[src/rtl/seq_check_scheduler.sv]
`default_nettype none
// ============================================================================
// Module      : seq_check_scheduler
// Description : Round-robin scheduler sharing one bit-serial sequence
//               detector between NREQ requesters. Each grant streams one
//               FRAME_LEN-bit frame through the detector. Matches are counted
//               and reported with the requester ID.
//               Optional macro SEQ_ARB_ABORT_EN: dropping req mid-frame ends
//               the frame early and flags it as aborted.
// Revision    : 1.0 - initial release
// ============================================================================
module seq_check_scheduler #(
    parameter int NREQ      = 4,
    parameter int FRAME_LEN = 16,
    parameter int CNT_W     = 5
) (
    input  logic                      clk,
    input  logic                      reset,
    input  logic [NREQ-1:0]           req,
    input  logic [NREQ-1:0]           bit_in,
    output logic [NREQ-1:0]           gnt,
    output logic                      bit_ack,
    output logic                      det_x,
    output logic                      det_clr_n,
    input  logic                      det_out,
    output logic                      done,
    output logic [$clog2(NREQ)-1:0]   done_id,
    output logic [CNT_W-1:0]          match_cnt,
    output logic                      aborted
);

    localparam int               ID_W     = $clog2(NREQ);
    localparam logic [7:0]       LAST_BIT = 8'(FRAME_LEN - 1);
    localparam logic [CNT_W-1:0] CNT_MAX  = '1;

    typedef enum logic [2:0] {
        IDLE   = 3'd0,
        CLEAR  = 3'd1,
        STREAM = 3'd2,
        DRAIN  = 3'd3,
        REPORT = 3'd4
    } state_t;

    state_t           state;
    state_t           state_nxt;
    logic [ID_W-1:0]  grant_id;
    logic [ID_W-1:0]  rr_ptr;
    logic [ID_W-1:0]  arb_base;
    logic [ID_W-1:0]  arb_id;
    logic             arb_found;
    int               arb_idx;
    logic [7:0]       bit_cnt;
    logic [CNT_W-1:0] cnt;
    logic [CNT_W-1:0] cnt_nxt;
`ifdef SEQ_ARB_ABORT_EN
    logic             abort_now;
`endif

    function automatic logic [ID_W-1:0] next_id(input logic [ID_W-1:0] id);
        return (int'(id) == NREQ - 1) ? '0 : id + ID_W'(1);
    endfunction

    // Circular search for the first active request at or after the base.
    // In REPORT the base already skips the requester just served.
    always_comb begin
        arb_found = 1'b0;
        arb_id    = '0;
        arb_idx   = 0;
        arb_base  = (state == REPORT) ? next_id(grant_id) : rr_ptr;
        for (int i = 0; i < NREQ; i++) begin
            arb_idx = int'(arb_base) + i;
            if (arb_idx >= NREQ) begin
                arb_idx = arb_idx - NREQ;
            end
            if (!arb_found && req[arb_idx]) begin
                arb_found = 1'b1;
                arb_id    = ID_W'(arb_idx);
            end
        end
    end

    // Next-state logic plus the two combinational outputs det_x and bit_ack.
    always_comb begin
        state_nxt = state;
        bit_ack   = 1'b0;
        det_x     = 1'b0;
`ifdef SEQ_ARB_ABORT_EN
        abort_now = 1'b0;
`endif
        case (state)
            IDLE:   if (arb_found) state_nxt = CLEAR;
            CLEAR:  state_nxt = STREAM;
            STREAM: begin
                bit_ack = 1'b1;
                det_x   = bit_in[grant_id];
                if (bit_cnt == LAST_BIT) state_nxt = DRAIN;
`ifdef SEQ_ARB_ABORT_EN
                if (!req[grant_id]) begin
                    abort_now = 1'b1;
                    state_nxt = REPORT;
                end
`endif
            end
            DRAIN:  state_nxt = REPORT;
            REPORT: state_nxt = arb_found ? CLEAR : IDLE;
            default: state_nxt = IDLE;
        endcase
    end

    // Detector output is Moore, so the first STREAM cycle still shows the
    // cleared detector; DRAIN carries the response to the final bit.
    always_comb begin
        cnt_nxt = cnt;
        if (((state == STREAM) && (bit_cnt != '0)) || (state == DRAIN)) begin
            if (det_out && (cnt != CNT_MAX)) cnt_nxt = cnt + CNT_W'(1);
        end
    end

    // State register, frame counters and round-robin pointer.
    always_ff @(posedge clk or negedge reset) begin
        if (!reset) begin
            state    <= IDLE;
            grant_id <= '0;
            rr_ptr   <= '0;
            bit_cnt  <= '0;
            cnt      <= '0;
        end else begin
            state <= state_nxt;
            if (state_nxt == CLEAR) grant_id <= arb_id;
            if (state == REPORT)    rr_ptr   <= next_id(grant_id);
            if (state == CLEAR)       bit_cnt <= '0;
            else if (state == STREAM) bit_cnt <= bit_cnt + 8'd1;
            cnt <= (state == CLEAR) ? '0 : cnt_nxt;
        end
    end

    // Registered grant and detector clear, both aligned with the CLEAR state.
    always_ff @(posedge clk or negedge reset) begin
        if (!reset) begin
            gnt       <= '0;
            det_clr_n <= 1'b1;
        end else begin
            det_clr_n <= (state_nxt != CLEAR);
            if (state_nxt == CLEAR)
                gnt <= NREQ'(1) << arb_id;
            else if ((state_nxt == REPORT) || (state_nxt == IDLE))
                gnt <= '0;
        end
    end

    // Frame report; done_id and match_cnt hold until the next report.
    always_ff @(posedge clk or negedge reset) begin
        if (!reset) begin
            done      <= 1'b0;
            done_id   <= '0;
            match_cnt <= '0;
        end else begin
            done <= (state_nxt == REPORT);
            if (state_nxt == REPORT) begin
                done_id   <= grant_id;
                match_cnt <= cnt_nxt;
            end
        end
    end

`ifdef SEQ_ARB_ABORT_EN
    // Abort flag accompanies the done pulse of an early-terminated frame.
    always_ff @(posedge clk or negedge reset) begin
        if (!reset) begin
            aborted <= 1'b0;
        end else if (state_nxt == REPORT) begin
            aborted <= abort_now;
        end else begin
            aborted <= 1'b0;
        end
    end
`else
    assign aborted = 1'b0;
`endif

endmodule
`default_nettype wire
[config.mk]
export PLATFORM = sky130hd
export DESIGN_NAME = seq_check_scheduler
export DESIGN_NICKNAME = d
export VERILOG_FILES = /design/src/rtl/seq_check_scheduler.sv
export SDC_FILE = /design/constraint.sdc
export NUM_CORES = 1
export LEC_CHECK = 0
export CORE_ASPECT_RATIO = 0.6
export CORE_MARGIN = 2
export CORE_UTILIZATION = 53
export CTS_CLUSTER_SIZE = 25
export DETAILED_ROUTE_END_ITERATION = 8
export PLACE_DENSITY_LB_ADDON = 0.05
export SYNTH_ARGS = -nofsm -noshare
export SYNTH_HDL_FRONTEND = slang
export SYNTH_SLANG_ARGS = --single-unit
[constraint.sdc]
create_clock -name clk -period 2.5 [get_ports clk]
set_clock_uncertainty 0.05 [all_clocks]
set_input_delay 0.375 -clock clk [delete_from_list [all_inputs] [get_ports clk]]
set_output_delay 0.375 -clock clk [all_outputs]
set_load 0.005 [all_outputs]
# Word level (Yosys, flattened, before mapping)
# Index checks and enable logic that the tools add are counted.
[word_totals] word_cells=96 ramBits=0 memories=0 latchBits=0 rom_bits=0 out_inout_bits=16 ff_bits=33 in_bits=11
[op_classes] mul=0 div=0 addsub=10 n_reduce_logical=15 n_eq_ne=10 n_shift=1 n_mux=41 bitwise=0 order_cmp=9
[ops] cell="$lt 32x4->1 const B" n=4
[ops] cell="$mux 32" n=4
[ops] cell="$mux 1" n=16
[ops] cell="$mux 8" n=2
[ops] cell="$mux 5" n=3
[ops] cell="$pmux 3 s5" n=1
[ops] cell="$mux 2" n=6
[ops] cell="$sub 3x3->4 const B" n=3
[ops] cell="$bmux 1 s2" n=5
[ops] cell="$ge 3x3->1 const B" n=3
[ops] cell="$add 8x1->8 const B" n=1
[ops] cell="$eq 8x4->1 const B" n=1
[ops] cell="$mux 4" n=2
[ops] cell="$reduce_bool 8->1" n=1
[ops] cell="$add 2x2->3 const B" n=2
[ops] cell="$eq 3x1->1 const B" n=2
[ops] cell="$eq 3x2->1 const B" n=2
[ops] cell="$eq 3x3->1 const B" n=2
[ops] cell="$logic_not 3->1" n=2
[ops] cell="$mux 3" n=2
[ops] cell="$add 5x1->5 const B" n=1
[ops] cell="$logic_and 1x1->1" n=5
[ops] cell="$ne 5x5->1 const B" n=1
[ops] cell="$reduce_bool 2->1" n=2
[ops] cell="10 further kinds" n=13

# Longest topological paths before layout
[depth] ltp_word=24 mapped_depth=7 ltp_nobuf=7

# Worst setup path after synthesis
# Ideal clock, no wire load.
[synth_timing] path_kind="reg2reg" startpoint="register grant_id[0]" endpoint="register gnt[0]" required_time_ns=2.328 setup_slack_ns=0.501 stages_incl_launch_ff=7 setup_time_ns=0.122 period_less_slack_ns=1.999 path_buffers=0 arrival_time_ns=1.827 path_cell_list="dfrtp_1 -> ha_1 -> or2_2 -> mux2i_1 -> a21oi_1 -> a221o_1 -> a32o_1"
[synth_via] elab_chain_cells=23 elab_cells_between_ends=55 cone_classes="add/sub (8); order compare (4); eq/ne (3); shift (1); mux (30); reduce/logical (9)"
[synth_rtl] item="start: declaration" line="46" rtl="logic [ID_W-1:0] grant_id;"
[synth_rtl] item="start signal: assignment" line="129" rtl="if (state_nxt == CLEAR) grant_id <= arb_id;"
[synth_rtl] item="$add 2x1->2 or $eq 2x1->1 (tied branches)" line="60" rtl="return (int'(id) == NREQ - 1) ? '0 : id + ID_W'(1);"
[synth_rtl] item="$mux 2 *" line="60"
[synth_rtl] item="$mux 2 *"
[synth_rtl] item="branches (longest 20 deep; another with $sub 3x3->4)"
[synth_rtl] item="end signal: assignment" line="145" rtl="gnt <= NREQ'(1) << arb_id;"
[synth_rtl] item="end: declaration" line="21" rtl="output logic [NREQ-1:0] gnt,"
# Every way passes the cells marked *. The select of a mux whose other input is x is not followed.
# A chain may end at the register's enable or synchronous reset.

# Worst setup path in the final report
[layout_timing] startpoint="register grant_id[0]" endpoint="output det_x"
[layout_via] elab_chain_cells=3
[layout_rtl] item="$bmux 1 s2" line="95" rtl="det_x = bit_in[grant_id];"
[layout_rtl] item="$mux 1 (not written as such)" line="95"
[layout_rtl] item="$mux 1" line="90" rtl="case (state)"
[layout_rtl] item="end: declaration" line="23" rtl="output logic det_x,"
# No other way between the ends. The select of a mux whose other input is x is not followed.

==> results by stage <==
Outcome:
- The run finished with clean final reports.

Setup path:
- In this run the critical register-to-register path is launched from grant_id[0].
- Measured in cells, the most critical reg-to-reg path has a length of 6.
- The signal on the critical path passes through mux4_2 -> and2_1 -> clkdlybuf4s50_1.
- Tracing the worst setup path back leads to its startpoint at grant_id[0].
- The type of origin of the critical path is a flip-flop.
- The cell class contributing the biggest share of worst-path delay is multiplexers.
- On the critical path, the stage with the largest delay is an instance of sky130_fd_sc_hd__mux4_2.
- For the worst setup path, the data required time is 2.08 ns.
- The logic depth of the worst setup path including buffers is 3.
- The type of destination of the critical path is a primary output.
- The setup path with the least slack is of type reg -> out.
- The worst path buffer plus inverter count is 1.
- The critical path ends at det_x.
- For the worst setup path, the data arrival time is 1.92 ns.
- The setup check on the worst reg-to-reg path leaves a slack of 0.29 ns.
- The capture instance of the worst register-to-register path is gnt[0].
- On the worst path, the slowest cell contributes a delay of 0.53 ns.
- The maximum fanout count along the critical path is 8.

Clock tree:
- The later pin in the worst-skew pair is clocked with a latency of 0.28 ns.
- The quantity of hold-fixing buffers added after cts is 0.
- TritonCTS built the clock tree.
- After clock tree synthesis, the clock-pin slew on the worst setup and hold paths is 0.07 ns.
- No sink is reached through more buffers than the 2 on the longest clock path.
- The number of gates resized after cts is 0.
- The number of clock buffers inserted by TritonCTS is 5.
- Clock tree synthesis found a total of 33 sinks.
- The total setup buffers inserted after CTS is 0.
- In this run the clock root is driven by a sky130_fd_sc_hd__clkbuf_8.
- The clock tree synthesis step divided the H-tree into 2 levels.

Yosys:
- For this run, the leading register cell type out of synthesis is sky130_fd_sc_hd__dfrtp_1.
- The netlist uses 45 different library cells.
- Summed over all instances, the cell type with the most area after synthesis is sky130_fd_sc_hd__dfrtp_1.
- The cell count after synthesis came out at 170.
- Synthesis produced a netlist with a net count of 186.
- In this run the biggest area consumer among cell types represents 47.30% of the synthesized area.
- Yosys attributes the largest share of cell area to sky130_fd_sc_hd__dfrtp_1 (47%), sky130_fd_sc_hd__nand2_1 (5.5%), sky130_fd_sc_hd__o21ai_0 (4.7%), sky130_fd_sc_hd__ha_1 (3.7%), sky130_fd_sc_hd__mux2i_1 (3.5%).
- The combined area of all synthesized cells is 1693 sq um.
- The part of the Yosys area used for sequential elements is 48.85%.
- The number of flip-flops and latches in the synthesized netlist is 33.
- The Yosys warning count is 0.
- Of all flip-flops after synthesis, the portion carrying an async set or reset was 100.0%.
- The count of flip-flops with a built-in enable after synthesis is 0.
- The post-synthesis average cell area is 9.958 sq um.

Power:
- The completed layout was analyzed and its total power is 2.205 mW.
- In this run, flip-flops and latches consume 39.6% of the power.
- The net load switching power is 794.9 uW.
- In this run, the combinational gates consume 40.6% of the power.
- The internal power is 1.410 mW.
- The power per cell area is 1055 nW/um^2.
- For this design the static power due to leakage is 0.9605 nW.
- Net switching is 36.05% of the power.
- The share of total power dissipated in the clock network is 19.8%.
- The maximum vdd drop is 708.6 uV.

Placement:
- Port buffering added 25 buffers.
- The global placer's final weighted congestion is 0.9562.
- The total half-perimeter wirelength after legalization and detailed placement is 2.304 mm.
- The worst slack at placement is 0.2538 ns.

Floorplanning:
- The area of the core is 2947 sq um.
- The starting utilization of the core area is 57.45%.
- For this design the top-level I/O count stands at 27.
- The die covers 3677 sq um.
- From bottom edge to top edge, the die measures 47.78 microns.
- The die extent in x is 76.96 microns.
- The floorplan has 15 rows.

Timing:
- The total negative slack is 0 ns.
- The count of endpoints failing setup in the final report is 0.
- Setup repair after global routing left no endpoint under its margin.
- The smallest setup slack after layout is 0.1579 ns.
- The count of pins over their slew limit came to 0.
- Based on the critical path, the design can be clocked at up to 427.0 MHz.
- The count of endpoints failing hold in the final timing report came to 0.
- The transition time at the pin with the least slew margin is 0.5325 ns.
- Dividing the final minimum period by the clock period gives 93.69%.
- After layout, the minimum clock period comes to 2.342 ns.
- In this run the tightest slew margin relative to its limit is 64.39%.

GRT:
- The number of global-route vias before repair is 1199.
- Entering global routing, the biggest net connects 34 pins.
- Global routing used 19.25% of the available tracks.
- The initial antenna violation count is 0.
- The overflow left after global routing is 0.
- The first-pass GRT wire length is 5.375 mm.

Finish:
- Counting the fill cells in the layout gives 233.
- The fraction of layout cells with a size suffix above 1 is 10.00%.
- The antenna cell count is 0.
- The net count of the finished layout is 215.
- The layout overhead on the synthesized area is 23.43%.

Routing:
- In the final routed layout, each cell accounts on average for 12.97 microns.
- The detailed router placed 1288 vias in this run.
- After detailed routing, the number of remaining DRC violations is 0.
- After detailed routing, the number of vias per cell comes to 5.322.
- For this block, the routed nets add up to 3.139 mm of wire.
- The remaining antenna violation count is 0.
- The first detailed-routing pass ran for 4 iterations.
- The first-iteration detailed-routing DRC count is 102.

Flow run:
- Across the run, the number of max-cap violations was 0.

Worst hold path:
- In this run the most critical hold path is launched from match_cnt[4].
- The path class of the tightest hold or removal check is reg -> reg.
==> cells in the mapped netlist (2+ instances only) <==
cell type	number
sky130_fd_sc_hd__or3_1	3
sky130_fd_sc_hd__o21ai_0	16
sky130_fd_sc_hd__nand2b_1	2
sky130_fd_sc_hd__mux2i_1	6
sky130_fd_sc_hd__a211oi_1	2
sky130_fd_sc_hd__nand2_1	25
sky130_fd_sc_hd__clkbuf_1	4
sky130_fd_sc_hd__a21oi_1	5
sky130_fd_sc_hd__nor3_1	2
sky130_fd_sc_hd__or2_2	2
sky130_fd_sc_hd__nor2b_1	5
sky130_fd_sc_hd__ha_1	5
sky130_fd_sc_hd__xnor2_1	4
sky130_fd_sc_hd__xor2_1	5
sky130_fd_sc_hd__dfrtp_1	32
sky130_fd_sc_hd__and3_1	2
sky130_fd_sc_hd__nand4_1	3
sky130_fd_sc_hd__nor3b_1	2
sky130_fd_sc_hd__inv_1	6
sky130_fd_sc_hd__nor2_1	14
==> stage by stage <==
step	instance area (sq um)	hold slack (ns)	cells	util (%)
finish	2090	0.4282	242	70.91
floorplan	1693	0.02941	170	-
detailed placement	1988	0.4208	234	67.47
CTS	2090	0.4364	242	70.91
global placement	1988	0.4071	234	67.47
global route	2090	0.4631	242	70.91
==> power groups by stage <==
| stage | logic (mW) | registers, mW | clock network (mW) |
|---|---|---|---|
| floorplan | 0.582 | 0.852 | 0 |
| global placement | 0.874 | 0.872 | 0 |
| detailed placement | 0.897 | 0.880 | 0 |
| CTS | 0.901 | 0.873 | 0.448 |
| global route | 1.01 | 0.899 | 0.467 |
| finish | 0.896 | 0.872 | 0.437 |
==> routing by layer <==
metal / track usage [%] / vias to the layer above / wire length [microns]
li1: - / 650 / -
met1: 26.84 / 608 / 1682
met2: 30.70 / 28 / 1292
met3: 5.472 / 2 / 150
met4: 4.727 / 0 / 12
met5: 0 / - / 0
==> logic make-up after synthesis <==
| logic type | count (synthesis) | synth area share [%] |
|---|---|---|
| compound gates | 36 | 14.19 |
| xor+xnor | 9 | 4.656 |
| fa+ha+maj | 5 | 3.695 |
| buf+inv | 11 | 2.661 |
| flops | 33 | 48.85 |
| mux | 7 | 4.878 |
| other cells | 1 | 0.2215 |
| simple gates | 68 | 20.84 |
==> state kept, by name, indices dropped and copies added (netlist names) <==
signal and count:
done_id 2, match_cnt 5, gnt 4, done 1
det_clr_n 1, bit_cnt 8, grant_id 2, cnt 5
state 3, rr_ptr 2
==> worst reg2reg max path, delay by kind of cell, from the launching register on <==
kind	cells	cell delay [ns]
flops	1	0.48
simple gates	1	0.34
fa+ha+maj	1	0.29
compound gates	3	0.81
mux	1	0.14
==> cells in the final DEF (no fill, tap or decap), drive strengths merged, types with 2 or more instances in the layout <==
cell           Yosys  layout
dfrtp             32      32
nand2             25      25
clkdlybuf4s50      0      25
o21ai             16      16
nor2              14      14
clkbuf             4       7
inv                6       6
mux2i              6       6
a21oi              6       6
nor2b              5       5
xor2               5       5
ha                 5       5
xnor2              4       4
nor3b              4       4
nand4              3       3
or3                3       3
or2                3       3
and3               2       2
nand2b             2       2
a211oi             2       2
nor3               2       2
buf                1       2
==> cell type report <==
cell class / count / area, sq um / share of cell area (%)
clock buffers: 7 / 96.34 / 4.611
inverters: 6 / 22.52 / 1.078
flip-flops and latches: 33 / 827.0 / 39.58
well taps: 42 / 52.55 / 2.515
multi-input cells: 126 / 820.8 / 39.28
repair buffers: 27 / 265.3 / 12.69
clock inverters: 1 / 5.005 / 0.2395
==> worst min path at each step <==
stage                    to  slack, ns  cells after the start
2_1_floorplan    bit_cnt[0]       0.03                      0
3_3_place_gp     done_id[1]       0.41                      2
3_5_place_dp   match_cnt[4]       0.42                      2
4_1_cts          done_id[0]       0.44                      2
5_1_grt          done_id[1]       0.46                      2
6_report       match_cnt[4]       0.43                      2
Note: power is estimated with default switching activity, not from simulation.
==> patch 1 (config.mk and constraints unchanged) <==
`CNT_W`: 5 -> 10.
--- a/src/rtl/seq_check_scheduler.sv
+++ b/src/rtl/seq_check_scheduler.sv
@@ -12,7 +12,7 @@
 module seq_check_scheduler #(
     parameter int NREQ      = 4,
     parameter int FRAME_LEN = 16,
-    parameter int CNT_W     = 5
+    parameter int CNT_W     = 10
 ) (
     input  logic                      clk,
     input  logic                      reset,
Ports: changed (resized match_cnt); port bits go from 27 to 32. No check against the original RTL was run, so the function may have changed too.
==> patch 1 against the unedited design <==
  * Sequential cell count up 10
  * Fmax is essentially flat
  * Cell area rose by 22%
  * Worst setup slack hardly changed
  * Synthesized area is 25% higher
  * Wire length grew 44%
  * Critical path depth unchanged
  * Worst hold slack worse by 0.25 ns
  * Total power up 15%
  * Critical path type unchanged
  * Critical endpoint unchanged
  * Largest cell class unchanged
  * Largest power group is now registers
==> patch 1: results (changes against the unedited design) <==
family with the most delay on the worst path=simple AND/OR/NAND/NOR gates (was multiplexers); DP HPWL=3.25 mm (was 2.30 mm); diode count=0 (unchanged); DR iter-0 viols=114 (was 102); clock slew at reported path FFs=0.08 ns; max incr delay on CP=0.49 ns (was 0.53 ns); fin nets=256 (was 215); outcome=finished clean (unchanged); Leak=1.10 nW (was 0.961 nW); Least-Margin Pin Slew=0.930 ns (was 0.533 ns); most instantiated cells after synthesis=42 x dfrtp_1, 32 x nand2_1, 23 x nor2_1 (was 32 x dfrtp_1, 25 x nand2_1, 16 x o21ai_0, 14 x nor2_1); layout cells sized above 1=10.4% (was 10.0%); detailed-route via count=1633 (was 1288); clk root buf=clkbuf_8 (unchanged); Hold Crit Class=in -> async (was reg -> reg); post-synthesis sequential area ratio=50.9% (was 48.9%); vias in the first global route=1659 (was 1199); syn_nets=225 (was 186); IO Port Bufs=30 (was 25); TritonCTS buffer count=5 (unchanged); r2r startpoint=grant_id[0] (unchanged); first-pass GRT wire length=7.97 mm (was 5.38 mm); biggest regs=cnt: 10 flops, match_cnt: 10 flops, bit_cnt: 8 flops (was bit_cnt: 8 flops, cnt: 5 flops, match_cnt: 5 flops); CP max FO=8 (unchanged); top post-synthesis cells by area=dfrtp_1 50%, nand2_1 5.7%, nor2_1 4.1% (was dfrtp_1 47%, nand2_1 5.5%, o21ai_0 4.7%); r2r setup slk=0.31 ns (was 0.29 ns); total wire length=4.53 mm (was 3.14 mm); largest net degree at the start of global routing=44 (was 34); fill count=292 (was 233); Syn. warnings=0 (unchanged); clk_lat worst skew=roughly 0.29 ns; gpl congestion=0.911 (was 0.956); Post-CTS Setup Bufs=0 (unchanged); Unique masters post-synth=52 (was 45); Peak VDD IR=0.594 mV (was 0.709 mV); Reg-to-Reg End=gnt[2] (was gnt[0]); GRT Total Usage=23.4% (was 19.2%); CP arrival=1.92 ns (about the same); Max stage delay cell, worst path=clkdlybuf4s50_1 (was mux4_2); CTS HTree Levels=2 (unchanged); initial antenna violation count=0 (unchanged); FF-to-FF path depth=6 (unchanged)
[patch 1: per-layer routing]
metal  global-route usage [%]  share of wire [%]
met1                     35.6                 54
met4                     5.82               0.53
met3                     6.40                5.1
met2                     32.8                 40
met5                        0                  0
[patch 1: area by class of cell]
class                           count  share of cell area, %
Sequential cell                    43                   42.4
Multi-Input combinational cell    154                   38.3
Timing Repair Buffer               32                   12.2
Clock buffer                        6                   2.85
Tap cell                           47                   2.31
Clock inverter                      1                   1.18
Inverter                            5                  0.737
[patch 1: worst max-delay path by stage]
| stage | slack [ns] | endpoint | from |
|---|---|---|---|
| 6_report | 0.16 | det_x | state[0] |
| 5_1_grt | 0.05 | det_x | state[0] |
| 4_1_cts | 0.05 | det_x | grant_id[0] |
| 3_5_place_dp | 0.24 | det_x | bit_in[3] |
| 3_3_place_gp | 0.23 | det_x | bit_in[3] |
| 2_1_floorplan | 0.62 | match_cnt[7] | bit_cnt[0] |
[patch 1: cells by family (layout without fill, tap and decap cells)]
family / after synthesis / count (layout) / share of synthesized area, %
AO/OA/AOI/OAI: 33 / 33 / 11.1
XOR/XNOR: 14 / 14 / 5.80
adder cells (fa/ha/maj): 4 / 4 / 2.37
buffers and inverters: 13 / 44 / 2.96
flip-flops: 43 / 43 / 50.9
multiplexers: 2 / 2 / 1.54
other: 1 / 1 / 0.177
AND/OR/NAND/NOR: 100 / 100 / 25.1
[patch 1: metrics by stage]
step | instance area [um^2] | instances | hold slack (ns) | setup WS [ns]
floorplan | 2120 | 210 | 0.0294 | 0.618
global placement | 2440 | 281 | 0.413 | 0.229
detailed placement | 2440 | 281 | 0.417 | 0.238
CTS | 2540 | 288 | 0.200 | 0.0482
global route | 2540 | 288 | 0.246 | 0.0538
finish | 2540 | 288 | 0.176 | 0.158
[patch 1: where the power goes]
part	total, mW	internal [mW]	switching [mW]
clock	0.525	0.293	0.232
sequential	1.05	0.873	0.181
combinational	0.951	0.452	0.498
total	2.53	1.62	0.912
==> patch 2 (same flow settings) <==
Made on the original files. Register the output `match_cnt` once more, cleared by the reset; this adds one clock of latency there. The other outputs are not delayed to match.
--- a/src/rtl/seq_check_scheduler.sv
+++ b/src/rtl/seq_check_scheduler.sv
@@ -40,6 +40,8 @@
         DRAIN  = 3'd3,
         REPORT = 3'd4
     } state_t;
+
+    logic [CNT_W-1:0] match_cnt_s0;
 
     state_t           state;
     state_t           state_nxt;
@@ -153,12 +155,12 @@
         if (!reset) begin
             done      <= 1'b0;
             done_id   <= '0;
-            match_cnt <= '0;
+            match_cnt_s0 <= '0;
         end else begin
             done <= (state_nxt == REPORT);
             if (state_nxt == REPORT) begin
                 done_id   <= grant_id;
-                match_cnt <= cnt_nxt;
+                match_cnt_s0 <= cnt_nxt;
             end
         end
     end
@@ -178,5 +180,13 @@
     assign aborted = 1'b0;
 `endif
 
+    always_ff @(posedge clk or negedge reset) begin
+        if (!reset) begin
+            match_cnt <= '0;
+        end else begin
+            match_cnt <= match_cnt_s0;
+        end
+    end
+
 endmodule
 `default_nettype wire
Check against the original RTL: same outputs for any inputs over 10 cycles, from zero or initial values and one cycle with reset low; that may be too few to reach the edited logic, so the function may still have changed.
==> patch 2 against the unedited design <==
  * Fmax shrank 0.19%
  * Combinational power is 3.0% lower
  * Wire length increased by 4.3%
  * Cell area rose by 8.1%
  * Total power rose by 12%
  * Sequential cell count increased by 5
  * Final cell count rose by 1.2%
  * Worst setup slack lost 0.0045 ns
  * Synthesized area grew 6.2%
  * Core utilization shrank 1.3 points
==> patch 2: results (changes against the unedited design) <==
outcome=finished clean (unchanged); Reg-to-Reg End=gnt[3] (was gnt[0]); GRT Total Usage=19.8% (was 19.2%); vias in the first global route=1243 (was 1199); compound-gate portion of the synthesized area=12.5% (was 14.2%); FF-to-FF path depth=6 (unchanged); DR iter-0 viols=85 (was 102); Inst Count DP=237 (was 234); most instantiated cells after synthesis=37 x dfrtp_1, 20 x nand2_1, 14 x o21ai_0, 13 x nor2_1, 7 x inv_1 (was 32 x dfrtp_1, 25 x nand2_1, 16 x o21ai_0, 14 x nor2_1); worst hold path depth=0 (was 2); CTS resizes=0 (unchanged); share of synthesized flip-flops with an asynchronous set or reset=100% (unchanged); max incr delay on CP=0.52 ns; Syn Inst Count=167 (was 170); WL per Instance=13.4 um (was 13.0 um); Hold Crit Class=reg -> reg (unchanged); Leak=1.05 nW (was 0.961 nW); DP HPWL=2.34 mm (was 2.30 mm); IO Port Bufs=25 (unchanged); Unique masters post-synth=50 (was 45); syn_nets=183 (was 186); via/cell ratio=5.17 (was 5.32); largest net degree at the start of global routing=39 (was 34); Largest Register=bit_cnt (unchanged); detailed-route via count=1266 (was 1288); diode count=0 (unchanged); min-delay src=match_cnt_s0[1] (was match_cnt[4]); Peak VDD IR=0.648 mV (was 0.709 mV); family with the most delay on the worst path=simple AND/OR/NAND/NOR gates (was multiplexers); top post-synthesis cells by area=dfrtp_1 51%, nand2_1 4.2%, o21ai_0 3.9% (was dfrtp_1 47%, nand2_1 5.5%, o21ai_0 4.7%); gpl congestion=0.871 (was 0.956); Hold EP=match_cnt[1] (was match_cnt[4]); layout cells sized above 1=12.5% (was 10.0%); fraction of synthesized area in multiplexers=5.50% (was 4.88%); Least-Margin Pin Slew=0.565 ns (was 0.533 ns); Post-Synth XOR/XNOR Area=4.87% (was 4.66%); Max stage delay cell, worst path=nor3b_2 (was mux4_2); post-synthesis sequential area ratio=53.0% (was 48.9%); CP max FO=9 (was 8); fin nets=215 (unchanged); net load switching power=785 uW (was 795 uW); first-pass GRT wire length=5.82 mm (was 5.38 mm); adder-cell area share of the yosys netlist=3.48% (was 3.70%); Syn. warnings=0 (unchanged)
-- patch 2: changes by cell type after synthesis, moves of 2 or more --
cell	unedited run	this run
nand2_1	25	20
a21oi_1	5	1
nor2b_1	5	3
nand3_1	1	5
o21ai_0	16	14
or3_1	3	1
dfrtp_1	32	37
nand4_1	3	1
-- patch 2: metrics by stage --
step	util (%)	power (mW)	worst slack (ns)	cell area, um^2	hold slack [ns]
3_3_place_gp	65.2	1.82	0.266	2120	0.310
3_5_place_dp	65.2	1.84	0.253	2120	0.310
4_1_cts	69.6	2.49	0.134	2260	0.328
5_1_grt	69.6	2.66	0.0208	2260	0.344
6_report	69.6	2.48	0.153	2260	0.327
2_1_floorplan	-	1.47	0.503	1800	0.0294
-- patch 2: cell type report --
type | count | area, um^2
Clock buffer | 6 | 82.6
Fill cell | 243 | 985
Clock inverter | 2 | 60.1
Sequential cell | 38 | 952
Multi-Input combinational cell | 118 | 801
Timing Repair Buffer | 29 | 280
Tap cell | 45 | 56.3
Inverter | 7 | 26.3
-- patch 2: worst max-delay path by stage --
stage           startpoint      to  slack [ns]
2_1_floorplan  grant_id[0]  gnt[3]        0.50
3_3_place_gp     bit_in[3]   det_x        0.27
3_5_place_dp     bit_in[3]   det_x        0.25
4_1_cts           state[0]   det_x        0.13
5_1_grt           state[1]   det_x        0.02
6_report          state[2]   det_x        0.15
-- patch 2: per-layer routing --
metal	routed length [um]	up-vias	track usage, %
met3	116	4	6.11
met4	19	0	4.02
met2	1380	21	27.3
li1	-	643	-
met5	0	-	0
met1	1760	598	30.9
-- patch 2: power groups by stage --
stage	sequential, mW	combinational, mW	clock (mW)
after floorplan	0.955	0.513	0
after global placement	0.970	0.852	0
after detailed placement	0.978	0.864	0
after CTS	0.968	0.876	0.650
after global routing	0.997	0.980	0.683
final	0.970	0.869	0.637
